==> config.mk <==
export PLATFORM = sky130hd
export DESIGN_NAME = color_centroid
export DESIGN_NICKNAME = d
export VERILOG_FILES = /design/src/rtl/color_centroid.sv
export SDC_FILE = /design/constraint.sdc
export NUM_CORES = 1
export LEC_CHECK = 0
export ABC_AREA = 1
export CORE_UTILIZATION = 69
export CTS_CLUSTER_SIZE = 20
export DETAILED_ROUTE_END_ITERATION = 7
export DONT_BUFFER_PORTS = 1
export HOLD_SLACK_MARGIN = 0.03
export PLACE_DENSITY_LB_ADDON = 0.08
export SYNTH_ARGS = -nofsm -noshare
export SYNTH_HDL_FRONTEND = slang
export SYNTH_SLANG_ARGS = --single-unit
==> constraint.sdc <==
create_clock -name CLK -period 5.17 [get_ports CLK]
set_input_delay 1.034 -clock CLK [delete_from_list [all_inputs] [get_ports CLK]]
set_output_delay 1.034 -clock CLK [all_outputs]
set_load 0.02 [all_outputs]
==> src/rtl/color_centroid.sv <==
// color_centroid: classifies RGB pixels against min/max windows and reports the matched-pixel centroid per frame.
// Latency: RESULT_VALID pulses 2*SUM_W+2 cycles after the frame-end pixel is sampled (56 at defaults). It does not depend on the data.
// Backpressure: none. A frame that ends while the divider is busy is discarded and flagged on FRAME_DROP.
// Optional bounding-box outputs are enabled by defining COLOR_CENTROID_BBOX_EN.
module color_centroid #(
   parameter int  WIDTH      = 640,
   parameter int  HEIGHT     = 480,
   parameter int  R_W        = 5,
   parameter int  G_W        = 6,
   parameter int  B_W        = 5,
   parameter int  MIN_PIXELS = 16,
   localparam int COL_W      = $clog2(WIDTH),
   localparam int ROW_W      = $clog2(HEIGHT),
   localparam int CNT_W      = $clog2(WIDTH*HEIGHT+1)
) (
   input  logic             CLK,
   input  logic             RST,
   input  logic [R_W-1:0]   RED,
   input  logic [G_W-1:0]   GREEN,
   input  logic [B_W-1:0]   BLUE,
   input  logic [ROW_W-1:0] PIXEL_ROW,
   input  logic [COL_W-1:0] PIXEL_COLUMN,
   input  logic             READY_COLOR,
   input  logic [R_W-1:0]   R_MIN,
   input  logic [R_W-1:0]   R_MAX,
   input  logic [G_W-1:0]   G_MIN,
   input  logic [G_W-1:0]   G_MAX,
   input  logic [B_W-1:0]   B_MIN,
   input  logic [B_W-1:0]   B_MAX,
   output logic [CNT_W-1:0] PIXEL_COUNT,
   output logic [COL_W-1:0] CENTROID_X,
   output logic [ROW_W-1:0] CENTROID_Y,
   output logic             DETECTED,
   output logic             RESULT_VALID,
   output logic             BUSY,
   output logic             FRAME_DROP
`ifdef COLOR_CENTROID_BBOX_EN
   ,
   output logic [COL_W-1:0] BBOX_XMIN,
   output logic [COL_W-1:0] BBOX_XMAX,
   output logic [ROW_W-1:0] BBOX_YMIN,
   output logic [ROW_W-1:0] BBOX_YMAX
`endif
);

   // Sum width covers a frame in which every pixel matches.
   localparam longint SX_MAX = longint'(HEIGHT) * longint'(WIDTH) * longint'(WIDTH-1) / 2;
   localparam longint SY_MAX = longint'(WIDTH) * longint'(HEIGHT) * longint'(HEIGHT-1) / 2;
   localparam int     SUM_W  = $clog2(((SX_MAX > SY_MAX) ? SX_MAX : SY_MAX) + 1);
   localparam int     IT_W   = $clog2(SUM_W);

   localparam logic [COL_W-1:0] LAST_COL = COL_W'(WIDTH-1);
   localparam logic [ROW_W-1:0] LAST_ROW = ROW_W'(HEIGHT-1);
   localparam logic [CNT_W-1:0] MIN_CNT  = CNT_W'(MIN_PIXELS);
   localparam logic [IT_W-1:0]  LAST_IT  = IT_W'(SUM_W-1);

   typedef enum logic [1:0] {IDLE, DIV_X, DIV_Y, DONE} state_t;

   state_t             state_q, state_nx;
   logic               busy, div_run, div_last;

   logic               ready_d;
   logic               pix_stb;
   logic               color_match;

   // Registered pixel stage. Classification happens on the strobe cycle, and accumulation happens one cycle later.
   logic               s1_vld, s1_match, s1_end;
   logic [COL_W-1:0]   s1_col;
   logic [ROW_W-1:0]   s1_row;
   logic               take, frame_end;

   logic [CNT_W-1:0]   cnt_q, cnt_upd, snap_cnt;
   logic [SUM_W-1:0]   sumx_q, sumx_upd, sumy_q, sumy_upd, snap_sumy;

   logic [CNT_W-1:0]   rem_q, rem_nx;
   logic [CNT_W:0]     rem_sh;
   logic               sub_ok;
   logic [SUM_W-1:0]   quo_q, quo_nx;
   logic [IT_W-1:0]    it_q;
   logic [COL_W-1:0]   qx_q;

`ifdef COLOR_CENTROID_BBOX_EN
   logic [COL_W-1:0]   xmin_q, xmax_q, xmin_upd, xmax_upd, snap_xmin, snap_xmax;
   logic [ROW_W-1:0]   ymin_q, ymax_q, ymin_upd, ymax_upd, snap_ymin, snap_ymax;
`endif

   assign pix_stb     = READY_COLOR & ~ready_d;
   // An inverted window (MIN > MAX) cannot be satisfied, so it matches nothing.
   assign color_match = (RED   >= R_MIN) && (RED   <= R_MAX) &&
                        (GREEN >= G_MIN) && (GREEN <= G_MAX) &&
                        (BLUE  >= B_MIN) && (BLUE  <= B_MAX);

   // Edge-detect READY_COLOR and register the classified pixel.
   always_ff @(posedge CLK) begin
      if (RST) begin
         ready_d  <= 1'b1;
         s1_vld   <= 1'b0;
         s1_match <= 1'b0;
         s1_end   <= 1'b0;
         s1_col   <= '0;
         s1_row   <= '0;
      end else begin
         ready_d  <= READY_COLOR;
         s1_vld   <= pix_stb;
         s1_match <= color_match;
         s1_end   <= (PIXEL_ROW == LAST_ROW) && (PIXEL_COLUMN == LAST_COL);
         s1_col   <= PIXEL_COLUMN;
         s1_row   <= PIXEL_ROW;
      end
   end

   assign take      = s1_vld & s1_match;
   assign frame_end = s1_vld & s1_end;
   assign cnt_upd   = take ? cnt_q + CNT_W'(1) : cnt_q;
   assign sumx_upd  = take ? sumx_q + SUM_W'(s1_col) : sumx_q;
   assign sumy_upd  = take ? sumy_q + SUM_W'(s1_row) : sumy_q;

`ifdef COLOR_CENTROID_BBOX_EN
   assign xmin_upd = (take && s1_col < xmin_q) ? s1_col : xmin_q;
   assign xmax_upd = (take && s1_col > xmax_q) ? s1_col : xmax_q;
   assign ymin_upd = (take && s1_row < ymin_q) ? s1_row : ymin_q;
   assign ymax_upd = (take && s1_row > ymax_q) ? s1_row : ymax_q;
`endif

   // Per-frame accumulators. They restart on the frame-end edge, and the frame-end pixel is folded into the snapshot.
   always_ff @(posedge CLK) begin
      if (RST || frame_end) begin
         cnt_q  <= '0;
         sumx_q <= '0;
         sumy_q <= '0;
`ifdef COLOR_CENTROID_BBOX_EN
         xmin_q <= '1;
         xmax_q <= '0;
         ymin_q <= '1;
         ymax_q <= '0;
`endif
      end else begin
         cnt_q  <= cnt_upd;
         sumx_q <= sumx_upd;
         sumy_q <= sumy_upd;
`ifdef COLOR_CENTROID_BBOX_EN
         xmin_q <= xmin_upd;
         xmax_q <= xmax_upd;
         ymin_q <= ymin_upd;
         ymax_q <= ymax_upd;
`endif
      end
   end

   // Snapshot the totals of an accepted frame and flag frames that end while the divider is busy.
   always_ff @(posedge CLK) begin
      if (RST) begin
         snap_cnt   <= '0;
         snap_sumy  <= '0;
         FRAME_DROP <= 1'b0;
`ifdef COLOR_CENTROID_BBOX_EN
         snap_xmin  <= '0;
         snap_xmax  <= '0;
         snap_ymin  <= '0;
         snap_ymax  <= '0;
`endif
      end else begin
         FRAME_DROP <= frame_end & busy;
         if (frame_end && !busy) begin
            snap_cnt  <= cnt_upd;
            snap_sumy <= sumy_upd;
`ifdef COLOR_CENTROID_BBOX_EN
            snap_xmin <= xmin_upd;
            snap_xmax <= xmax_upd;
            snap_ymin <= ymin_upd;
            snap_ymax <= ymax_upd;
`endif
         end
      end
   end

   // State register.
   always_ff @(posedge CLK) begin
      if (RST) state_q <= IDLE;
      else     state_q <= state_nx;
   end

   // Next-state logic. Each divide phase runs exactly SUM_W iterations.
   always_comb begin
      state_nx = state_q;
      case (state_q)
         IDLE:    if (frame_end) state_nx = DIV_X;
         DIV_X:   if (it_q == LAST_IT) state_nx = DIV_Y;
         DIV_Y:   if (it_q == LAST_IT) state_nx = DONE;
         default: state_nx = IDLE;
      endcase
   end

   // FSM decoded outputs.
   always_comb begin
      busy     = (state_q != IDLE);
      div_run  = (state_q == DIV_X) || (state_q == DIV_Y);
      div_last = div_run && (it_q == LAST_IT);
   end

   assign BUSY = busy;

   // One restoring step: shift in the next dividend bit and subtract the count if it fits.
   always_comb begin
      rem_sh = {rem_q, quo_q[SUM_W-1]};
      sub_ok = (rem_sh >= {1'b0, snap_cnt});
      rem_nx = sub_ok ? CNT_W'(rem_sh - {1'b0, snap_cnt}) : rem_sh[CNT_W-1:0];
      quo_nx = {quo_q[SUM_W-2:0], sub_ok};
   end

   // Divider datapath. sumx is loaded at frame acceptance, and sumy is loaded when the X phase ends.
   always_ff @(posedge CLK) begin
      if (RST) begin
         rem_q <= '0;
         quo_q <= '0;
         it_q  <= '0;
         qx_q  <= '0;
      end else if (state_q == IDLE) begin
         if (frame_end) begin
            quo_q <= sumx_upd;
            rem_q <= '0;
            it_q  <= '0;
         end
      end else if (div_run) begin
         if (div_last) begin
            it_q  <= '0;
            rem_q <= '0;
            if (state_q == DIV_X) begin
               qx_q  <= quo_nx[COL_W-1:0];
               quo_q <= snap_sumy;
            end else begin
               quo_q <= quo_nx;
            end
         end else begin
            it_q  <= it_q + IT_W'(1);
            rem_q <= rem_nx;
            quo_q <= quo_nx;
         end
      end
   end

   // Publish results in DONE. Outputs hold their values until the next DONE, and an empty frame reports zeros.
   always_ff @(posedge CLK) begin
      if (RST) begin
         RESULT_VALID <= 1'b0;
         PIXEL_COUNT  <= '0;
         CENTROID_X   <= '0;
         CENTROID_Y   <= '0;
         DETECTED     <= 1'b0;
`ifdef COLOR_CENTROID_BBOX_EN
         BBOX_XMIN    <= '0;
         BBOX_XMAX    <= '0;
         BBOX_YMIN    <= '0;
         BBOX_YMAX    <= '0;
`endif
      end else begin
         RESULT_VALID <= (state_q == DONE);
         if (state_q == DONE) begin
            PIXEL_COUNT <= snap_cnt;
            DETECTED    <= (snap_cnt != '0) && (snap_cnt >= MIN_CNT);
            if (snap_cnt == '0) begin
               CENTROID_X <= '0;
               CENTROID_Y <= '0;
`ifdef COLOR_CENTROID_BBOX_EN
               BBOX_XMIN  <= '0;
               BBOX_XMAX  <= '0;
               BBOX_YMIN  <= '0;
               BBOX_YMAX  <= '0;
`endif
            end else begin
               CENTROID_X <= qx_q;
               CENTROID_Y <= quo_q[ROW_W-1:0];
`ifdef COLOR_CENTROID_BBOX_EN
               BBOX_XMIN  <= snap_xmin;
               BBOX_XMAX  <= snap_xmax;
               BBOX_YMIN  <= snap_ymin;
               BBOX_YMAX  <= snap_ymax;
`endif
            end
         end
      end
   end

endmodule

==> results of run 1 <==
-- synth_stat cells (5+ instances only) --
| cell | instances | area [um^2] |
|---|---|---|
| inv_2 | 5 | 18.77 |
| o21bai_1 | 11 | 82.58 |
| ha_1 | 77 | 963.4 |
| o21ai_0 | 96 | 480.5 |
| inv_1 | 296 | 1111 |
| buf_2 | 18 | 90.09 |
| clkbuf_1 | 47 | 176.4 |
| or2_0 | 11 | 68.82 |
| or2_2 | 27 | 168.9 |
| buf_6 | 5 | 56.30 |
| a31oi_1 | 5 | 31.28 |
| dfxtp_1 | 246 | 4925 |
| nand3b_1 | 27 | 202.7 |
| nor2_1 | 146 | 548.0 |
| o211ai_1 | 35 | 262.8 |
| nand3_1 | 131 | 655.6 |
| xor2_1 | 21 | 183.9 |
| mux2i_1 | 6 | 60.06 |
| nand2_1 | 472 | 1772 |
| o21a_1 | 15 | 112.6 |
| nor3_1 | 15 | 75.07 |
| nand4_1 | 29 | 181.4 |
| a21oi_1 | 170 | 850.8 |
| xnor2_1 | 23 | 201.4 |
| nor4_1 | 8 | 50.05 |
-- report_power, final --
group | leakage (nW) | switching (W) | internal (W) | total [W]
sequential | 1.99 | 0.0000877 | 0.00199 | 0.00208
combinational | 4.49 | 0.000419 | 0.000184 | 0.000603
clock | 0.468 | 0.000787 | 0.00128 | 0.00207
total | 6.94 | 0.00129 | 0.00346 | 0.00475
-- layer usage --
metal / share of wire / GRT usage
met2: 0.45 / 0.5620
met5: 0 / 0
met3: 0.074 / 0.04393
met1: 0.45 / 0.4776
met4: 0.028 / 0.1053
-- area by class of cell --
class | count | area (um^2) | share of cell area
diodes | 1 | 2.502 | 0.0001697
clock buffers | 33 | 716.9 | 0.04863
clock inverters | 15 | 245.2 | 0.01663
inverters | 301 | 1130 | 0.07663
multi-input cells | 1364 | 7311 | 0.4958
flip-flops and latches | 246 | 4925 | 0.3340
well taps | 265 | 331.6 | 0.02249
repair buffers | 11 | 82.58 | 0.005601
-- through the flow --
stage | hold WS [ns] | setup slack, ns
floorplan | 0.3727 | 3.040
global placement | 0.3780 | 2.039
detailed placement | 0.3784 | 1.937
CTS | 0.3874 | 1.896
global route | 0.4087 | 1.526
finish | 0.3854 | 1.835
-- state kept, by name, summed over array words and instances (netlist names), 9 cells and up --
signal / count
rem_q: 19
s1_row: 9
snap_cnt: 19
CENTROID_Y: 9
s1_col: 10
quo_q: 27
snap_sumy: 27
qx_q: 10
sumx_q: 27
cnt_q: 19
PIXEL_COUNT: 19
CENTROID_X: 10
sumy_q: 27
-- worst max-delay path: stages (launching register included) --
cell and delay [ns]:
dfxtp_1 0.38, ha_1 0.20, inv_1 0.09, fa_1 0.45, nand2_1 0.10, nand2_1 0.11
nand2_1 0.11, nand3_2 0.08, nand2_1 0.55, nand2_1 0.66, o21ai_0 0.25, nand3_1 0.11
a21oi_1 0.15
-- kinds of logic after synthesis --
| logic type | Yosys count | synth area share |
|---|---|---|
| multiplexers | 6 | 0.004380 |
| buffers and inverters | 378 | 0.1085 |
| flip-flops | 246 | 0.3591 |
| XOR/XNOR | 44 | 0.02810 |
| AND/OR/NAND/NOR | 888 | 0.2841 |
| AO/OA/AOI/OAI | 346 | 0.1412 |
| adder cells (fa/ha/maj) | 80 | 0.07463 |
-- final timing paths --
path,start,end,slack (ns)
worst max-delay path,snap_cnt[0]$_SDFFE_PP0P_,rem_q[12]$_SDFFE_PP0P_,1.84
worst min-delay path,ready_d$_SDFF_PP1_,s1_vld$_SDFF_PP0_,0.39
worst max register to register,snap_cnt[0]$_SDFFE_PP0P_,rem_q[12]$_SDFFE_PP0P_,1.84
worst min register to register,ready_d$_SDFF_PP1_,s1_vld$_SDFF_PP0_,0.39
==> results.cfg, run 1 <==
[layout]
nFillCells = 1522
drive_above_1_share = 0.05381
fin_cells = 2236
final_nets = 2100
final_util = 0.7576
syn2layout_area_growth_pct = 7.518
finalInstanceArea_um2 = 14740
final_cell_mix = 471 x nand2_1, 295 x inv_1, 246 x dfxtp_1
final_common_cell = nand2_1

[floorplanning]
row_count = 51
io_pins = 112
dieHeight_um = 143.0
core_um2 = 19460
dieWidth_um = 143.0
dieArea_um2 = 20440
start_util = 0.7046

[critical_path]
critPathKind = reg2reg
critPathLaunchType = flip-flop
end_kind = flip-flop
r2r_cells = 12
path_max_fanout = 21
critPathRequiredTime_ns = 5.63
arrival_ns = 3.79

[clock_network]
clk_pin_slew_ns = 0.06
clock-sinks = 246
cts_inserted_buffers = 26
cts_tree = yes
cts-root-buf = clkbuf_16
clockBufferDepth = 3
cts_resized = 0
hold_buffers = 0
clk_latency_ns = 0.53
ctsHtreeMaxLevel = 1
postCtsSetupBuffers = 0

[pwr]
vdd.ir_drop.worst_mv = 0.2567
finalPower_w = 0.004751
p_leak_nw = 6.945
powerDensity_nw_per_um2 = 322.2

[sta]
finalMaxSlewViolations = 0
min_period_ns = 3.335
relSlewSlack = 0.2625
timing.final.crit_share = 0.6450
setup_viol = 0
tightest_slew_ns = 1.106
final-hold-violation-count = 0
rsz0062_at_grt = false
skew_ns = 0.008813
fin_tns_setup_ns = 0
max_freq_mhz = 299.9

[routing]
drtPass1Iterations = 5
drc = 0
wl_um = 34920
vias = 12730
via_per_inst = 5.695
routedWlPerCell_um = 15.62
drtIter0Drc = 1240
final_antenna_net_count = 0

[global_routing]
grt_max_degree = 95
antenna_found_initial = 1
grt_pass1_wl_um = 56390
grt_pass1_vias = 11730
track_usage = 0.3459
overflow = 0

[min_path]
min_path_cells = 1
worstHoldPathType = reg2reg

[logic_synthesis]
ys_warn_count = 0
synthArstFlopShare = 0
postSynthCellCount = 1988
synth_area_per_cell_um2 = 6.898
yosys_most_used_dff = dfxtp_1
seq_area_frac_synth = 0.3591
netlist_area_um2 = 13710
ys_types = 48
synth_seq_cells = 246
syn-num-nets = 2138
synth-edff-count = 0

[placement]
io_buffers = 0
placed_area_um2 = 13780
dp_hpwl_um = 24890
dp_cells = 2187
routabilityCongestion = 0.9243

[outcome]
outcome = finished clean

[run]
cap_violations = 0
Power figures use the tool's default switching activity.
==> inputs of run 2 (changes only) <==
CORE_UTILIZATION = 58   (was 69)
clock period = 2.98 ns   (was 5.17 ns; I/O delays follow)
==> run 2 against run 1 <==
  * Sequential share of layout area fell by 0.25 points
  * Cell count up 2.5%
  * Worst setup slack got worse by 1.5 ns
  * Design area rose by 0.76%
  * Clock power up 68%
  * Sequential power increased by 73%
  * Fmax increased by 27%
  * Highest routed layer unchanged
  * Combinational power up 77%
  * Worst hold slack worse by 0.26 ns
  * Die area grew 19%
==> results.cfg, run 2 (synthesis gave the netlist of run 1 again) <==
[floorplanning]
dieWidth_um = 155.8
dieArea_um2 = 24260
core_um2 = 22920
io_pins = 112
row_count = 55
dieHeight_um = 155.8
start_util = 0.5984

[global_routing]
use_met3 = 0.04333
met1_usage = 0.4043
grt.busiest_layer = met2
grt_pass1_wl_um = 56390
overflow = 0
grt_max_degree = 95
grt.met2_usage = 0.4630
antenna_found_initial = 0
track_usage = 0.2872
grt_pass1_vias = 11330

[pwr]
powerDensity_nw_per_um2 = 548.3
finalPower_w = 0.008146
p_leak_nw = 6.976
vdd.ir_drop.worst_mv = 0.6598

[sta]
relSlewSlack = 0.4232
min_period_ns = 2.620
finalMaxSlewViolations = 0
final-hold-violation-count = 0
setup_viol = 0
timing.final.crit_share = 0.8793
max_freq_mhz = 381.6
rsz0062_at_grt = false
skew_ns = 0.01704
worst_slack_ns = 0.3596
fin_tns_setup_ns = 0
tightest_slew_ns = 0.8652

[clock_network]
clk_pin_slew_ns = 0.06
postCtsSetupBuffers = 0
clockBufferDepth = 3
cts_tree = yes
clk_latency_ns = 0.54
ctsHtreeMaxLevel = 1
hold_buffers = 0
clock-sinks = 246
cts_resized = 0
cts_inserted_buffers = 26
cts-root-buf = clkbuf_16

[placement]
place_ws_ns = 0.3780
routabilityCongestion = 0.9562
placed_area_um2 = 13920
dp_hpwl_um = 25160
io_buffers = 0

[critical_path]
end_kind = flip-flop
critPathLaunchType = flip-flop
critPathRequiredTime_ns = 3.45
regToRegStartpoint = snap_cnt[0]$_SDFFE_PP0P_
crit_top_cell = nand2_1
arrival_ns = 3.09
path_buf_inv = 1
max_stage_delay_ns = 0.48
cp_top_family = simple AND/OR/NAND/NOR gates
crit_path_cell_trace = ha_1 -> inv_1 -> fa_1 -> nand2_1 -> nand2_1 -> nand2_1 -> nand3_2 -> nand2_1 -> nand2_1 -> o21ai_0 -> nand3_1 -> a21oi_1
critPathKind = reg2reg
path_max_fanout = 21
crit_start = snap_cnt[0]$_SDFFE_PP0P_
critPathSlowestCell = nand2_1

[layout]
final_cell_mix = 471 x nand2_1, 295 x inv_1, 246 x dfxtp_1
final_nets = 2108
drive_above_1_share = 0.05713
n_antenna_cell = 0
nFillCells = 2074
final_common_cell = nand2_1
finalInstanceArea_um2 = 14860
syn2layout_area_growth_pct = 8.339

[run]
cap_violations = 0

[min_path]
worstHoldPathType = in2reg
hold_start = RST

[routing]
vias = 12400
drtPass1Iterations = 7
drc = 0
wl_um = 34840
final_antenna_net_count = 0
drtIter0Drc = 914
routedWlPerCell_um = 15.21
via_per_inst = 5.412

[outcome]
outcome = finished clean
run 2: cell count changes in the layout (fill, tap and decap cells not counted), sizes merged:
cell,delta
buf,+8
clkbuf,+3
bufinv,-2
clkinv,-1
diode,-1
run 2: cell type report:
cell class	count	area, um^2	share of cell area
clock buffer	36	759.5	0.05112
clock inverter	12	172.7	0.01162
inverter	301	1130	0.07605
multi-input combinational	1364	7311	0.4921
sequential	246	4925	0.3315
tap	313	391.6	0.02636
timing repair buffer	19	167.7	0.01129
run 2: path summary, 6_finish.rpt:
| check | endpoint | slack [ns] | cells past startpoint |
|---|---|---|---|
| worst max-delay path | rem_q[12]$_SDFFE_PP0P_ | 0.36 | 12 |
| worst min-delay path | CENTROID_X[9]$_SDFFE_PP0P_ | 0.13 | 1 |
| worst max register to register | rem_q[12]$_SDFFE_PP0P_ | 0.36 | 12 |
| worst min register to register | s1_vld$_SDFF_PP0_ | 0.38 | 1 |
run 2: through the flow:
step | cells | utilization | hold slack (ns)
floorplan | 1988 | - | 0.3727
global placement | 2243 | 0.6076 | 0.3772
detailed placement | 2243 | 0.6076 | 0.3784
CTS | 2291 | 0.6483 | 0.1192
global route | 2291 | 0.6483 | 0.1074
finish | 2291 | 0.6483 | 0.1295
run 2: worst reg2reg max path: cells and delay by family, from the launching register on:
kind	cells	cell delay, ns
AOI/OAI and AO/OA	2	0.39
and+or+nand+nor	7	1.07
buffers and inverters	1	0.08
adders and majority gates	2	0.63
DFF	1	0.38
run 2: power breakdown:
group	internal [W]	switching [W]	total (W)	leakage [nW]
clock	0.00213	0.00135	0.00348	0.454
sequential	0.00345	0.000150	0.00360	1.99
combinational	0.000334	0.000732	0.00107	4.53
run 2: layer usage:
layer,vias to the layer above,routed length (um)
met5,-,0
met1,5650,16580
li1,6357,-
met3,50,2222
met2,341,15400
met4,0,640
==> inputs of run 3 (changes only) <==
CORE_UTILIZATION = 48   (was 58)
==> run 3 against run 2 <==
  * Count of clock-buffer cells in the layout is 3 higher
  * Design area is 1.5% higher
  * Highest routed layer unchanged
  * Fmax is 2.3% higher
  * Worst hold slack worse by 0.0069 ns
  * Critical endpoint is now quo_q[0]$_SDFFE_PP0P_
  * Combinational power hardly changed
  * Critical path depth stayed put
  * Clock skew is 0.0054 ns higher
  * Sequential power hardly changed
  * Clock power is 11% higher
  * Global-route usage is 3.9 points lower
  * Wire length is 2.1% higher
==> results.cfg, run 3 (synthesis gave the netlist of run 1 again) <==
[outcome]
outcome = finished clean

[floorplanning]
dieHeight_um = 171.0
core_um2 = 27930
dieArea_um2 = 29250
row_count = 61
start_util = 0.4909
io_pins = 112
dieWidth_um = 171.0

[global_routing]
grt_pass1_vias = 11510
grt_pass1_wl_um = 58370
grt_max_degree = 95
overflow = 0
antenna_found_initial = 0
track_usage = 0.2483

[layout]
final_cell_mix = 471 x nand2_1, 295 x inv_1, 246 x dfxtp_1
final_nets = 2113
drive_above_1_share = 0.06042
final_common_cell = nand2_1
nFillCells = 2815
n_antenna_cell = 0
syn2layout_area_growth_pct = 10.01

[routing]
drtPass1Iterations = 6
final_antenna_net_count = 0
wl_um = 35560
drtIter0Drc = 776
via_per_inst = 5.168
routedWlPerCell_um = 15.04
drc = 0
vias = 12220

[critical_path]
arrival_ns = 2.96
critPathSlowestCell = fa_1
end_kind = flip-flop
max_stage_delay_ns = 0.44
path_buf_inv = 2
critPathLaunchType = flip-flop
path_max_fanout = 11
critPathRequiredTime_ns = 3.38
critPathKind = reg2reg
crit_top_cell = nand2_1
crit_start = snap_cnt[0]$_SDFFE_PP0P_
crit_path_cell_trace = ha_1 -> inv_1 -> fa_1 -> nand2_1 -> nand2_1 -> nand2_1 -> nand3_2 -> nand2_1 -> nand2_1 -> buf_4 -> o21bai_1 -> a31oi_1
cp_top_family = simple AND/OR/NAND/NOR gates
regToRegStartpoint = snap_cnt[0]$_SDFFE_PP0P_

[pwr]
powerDensity_nw_per_um2 = 566.5
p_leak_nw = 7.048
vdd.ir_drop.worst_mv = 0.3818

[clock_network]
cts_inserted_buffers = 29
clockBufferDepth = 3
cts-root-buf = clkbuf_16
ctsHtreeMaxLevel = 1
clock-sinks = 246
postCtsSetupBuffers = 0
cts_tree = yes
clk_pin_slew_ns = 0.06
cts_resized = 0
hold_buffers = 0
clk_latency_ns = 0.56

[sta]
rsz0062_at_grt = false
skew_ns = 0.02240
timing.final.crit_share = 0.8600
finalMaxSlewViolations = 0
max_freq_mhz = 390.2
min_period_ns = 2.563
fin_tns_setup_ns = 0
hold_ws_ns = 0.1226
tightest_slew_ns = 0.8896
relSlewSlack = 0.4070
final-hold-violation-count = 0
setup_viol = 0

[run]
cap_violations = 0

[min_path]
worstHoldPathType = in2reg
hold_start = RST

[placement]
dp_hpwl_um = 25520
routabilityCongestion = 0.9248
io_buffers = 0
run 3: changes by cell type in the layout (fill, tap and decap cells not counted), sizes merged:
cell and change:
clkbuf +3, buf +2, bufinv +2, clkinv -1, clkinvlp +1, inv +1
run 3: path summary, 6_finish.rpt:
| kind | end | slack [ns] | cells after the start |
|---|---|---|---|
| worst max-delay path | quo_q[0]$_SDFFE_PP0P_ | 0.42 | 12 |
| worst min-delay path | CENTROID_X[5]$_SDFFE_PP0P_ | 0.12 | 1 |
| worst max register to register | quo_q[0]$_SDFFE_PP0P_ | 0.42 | 12 |
| worst min register to register | s1_vld$_SDFF_PP0_ | 0.39 | 1 |
run 3: through the flow:
stage	area, um^2	cells	setup slack, ns	total power, W	util
after detailed placement	14020	2310	0.4666	0.004733	0.5019
after global routing	15090	2364	0.2055	0.008935	0.5400
after floorplan	13710	1988	1.007	0.004461	-
final	15090	2364	0.4172	0.008545	0.5400
after global placement	14020	2310	0.5806	0.004717	0.5019
after CTS	15090	2364	0.4442	0.008616	0.5400
run 3: power by group:
part	switching (W)	internal, W	total (W)	leakage, nW
clock network	0.00144	0.00244	0.00388	0.512
registers	0.000149	0.00345	0.00360	1.99
logic	0.000735	0.000332	0.00107	4.55
run 3: layout make-up:
cell class,instances,area [um^2],share of cell area
Inverter,301,1130,0.07489
Multi-Input combinational cell,1364,7311,0.4846
Clock inverter,15,251.5,0.01667
Timing Repair Buffer,21,182.7,0.01211
Sequential cell,246,4925,0.3264
Clock buffer,39,813.3,0.05391
Tap cell,378,473.0,0.03135
run 3: metal layers:
metal  GRT usage  share of wire
met1      0.3558           0.50
met2      0.3894           0.43
met3     0.03377          0.052
met4     0.06366          0.022
met5           0              0
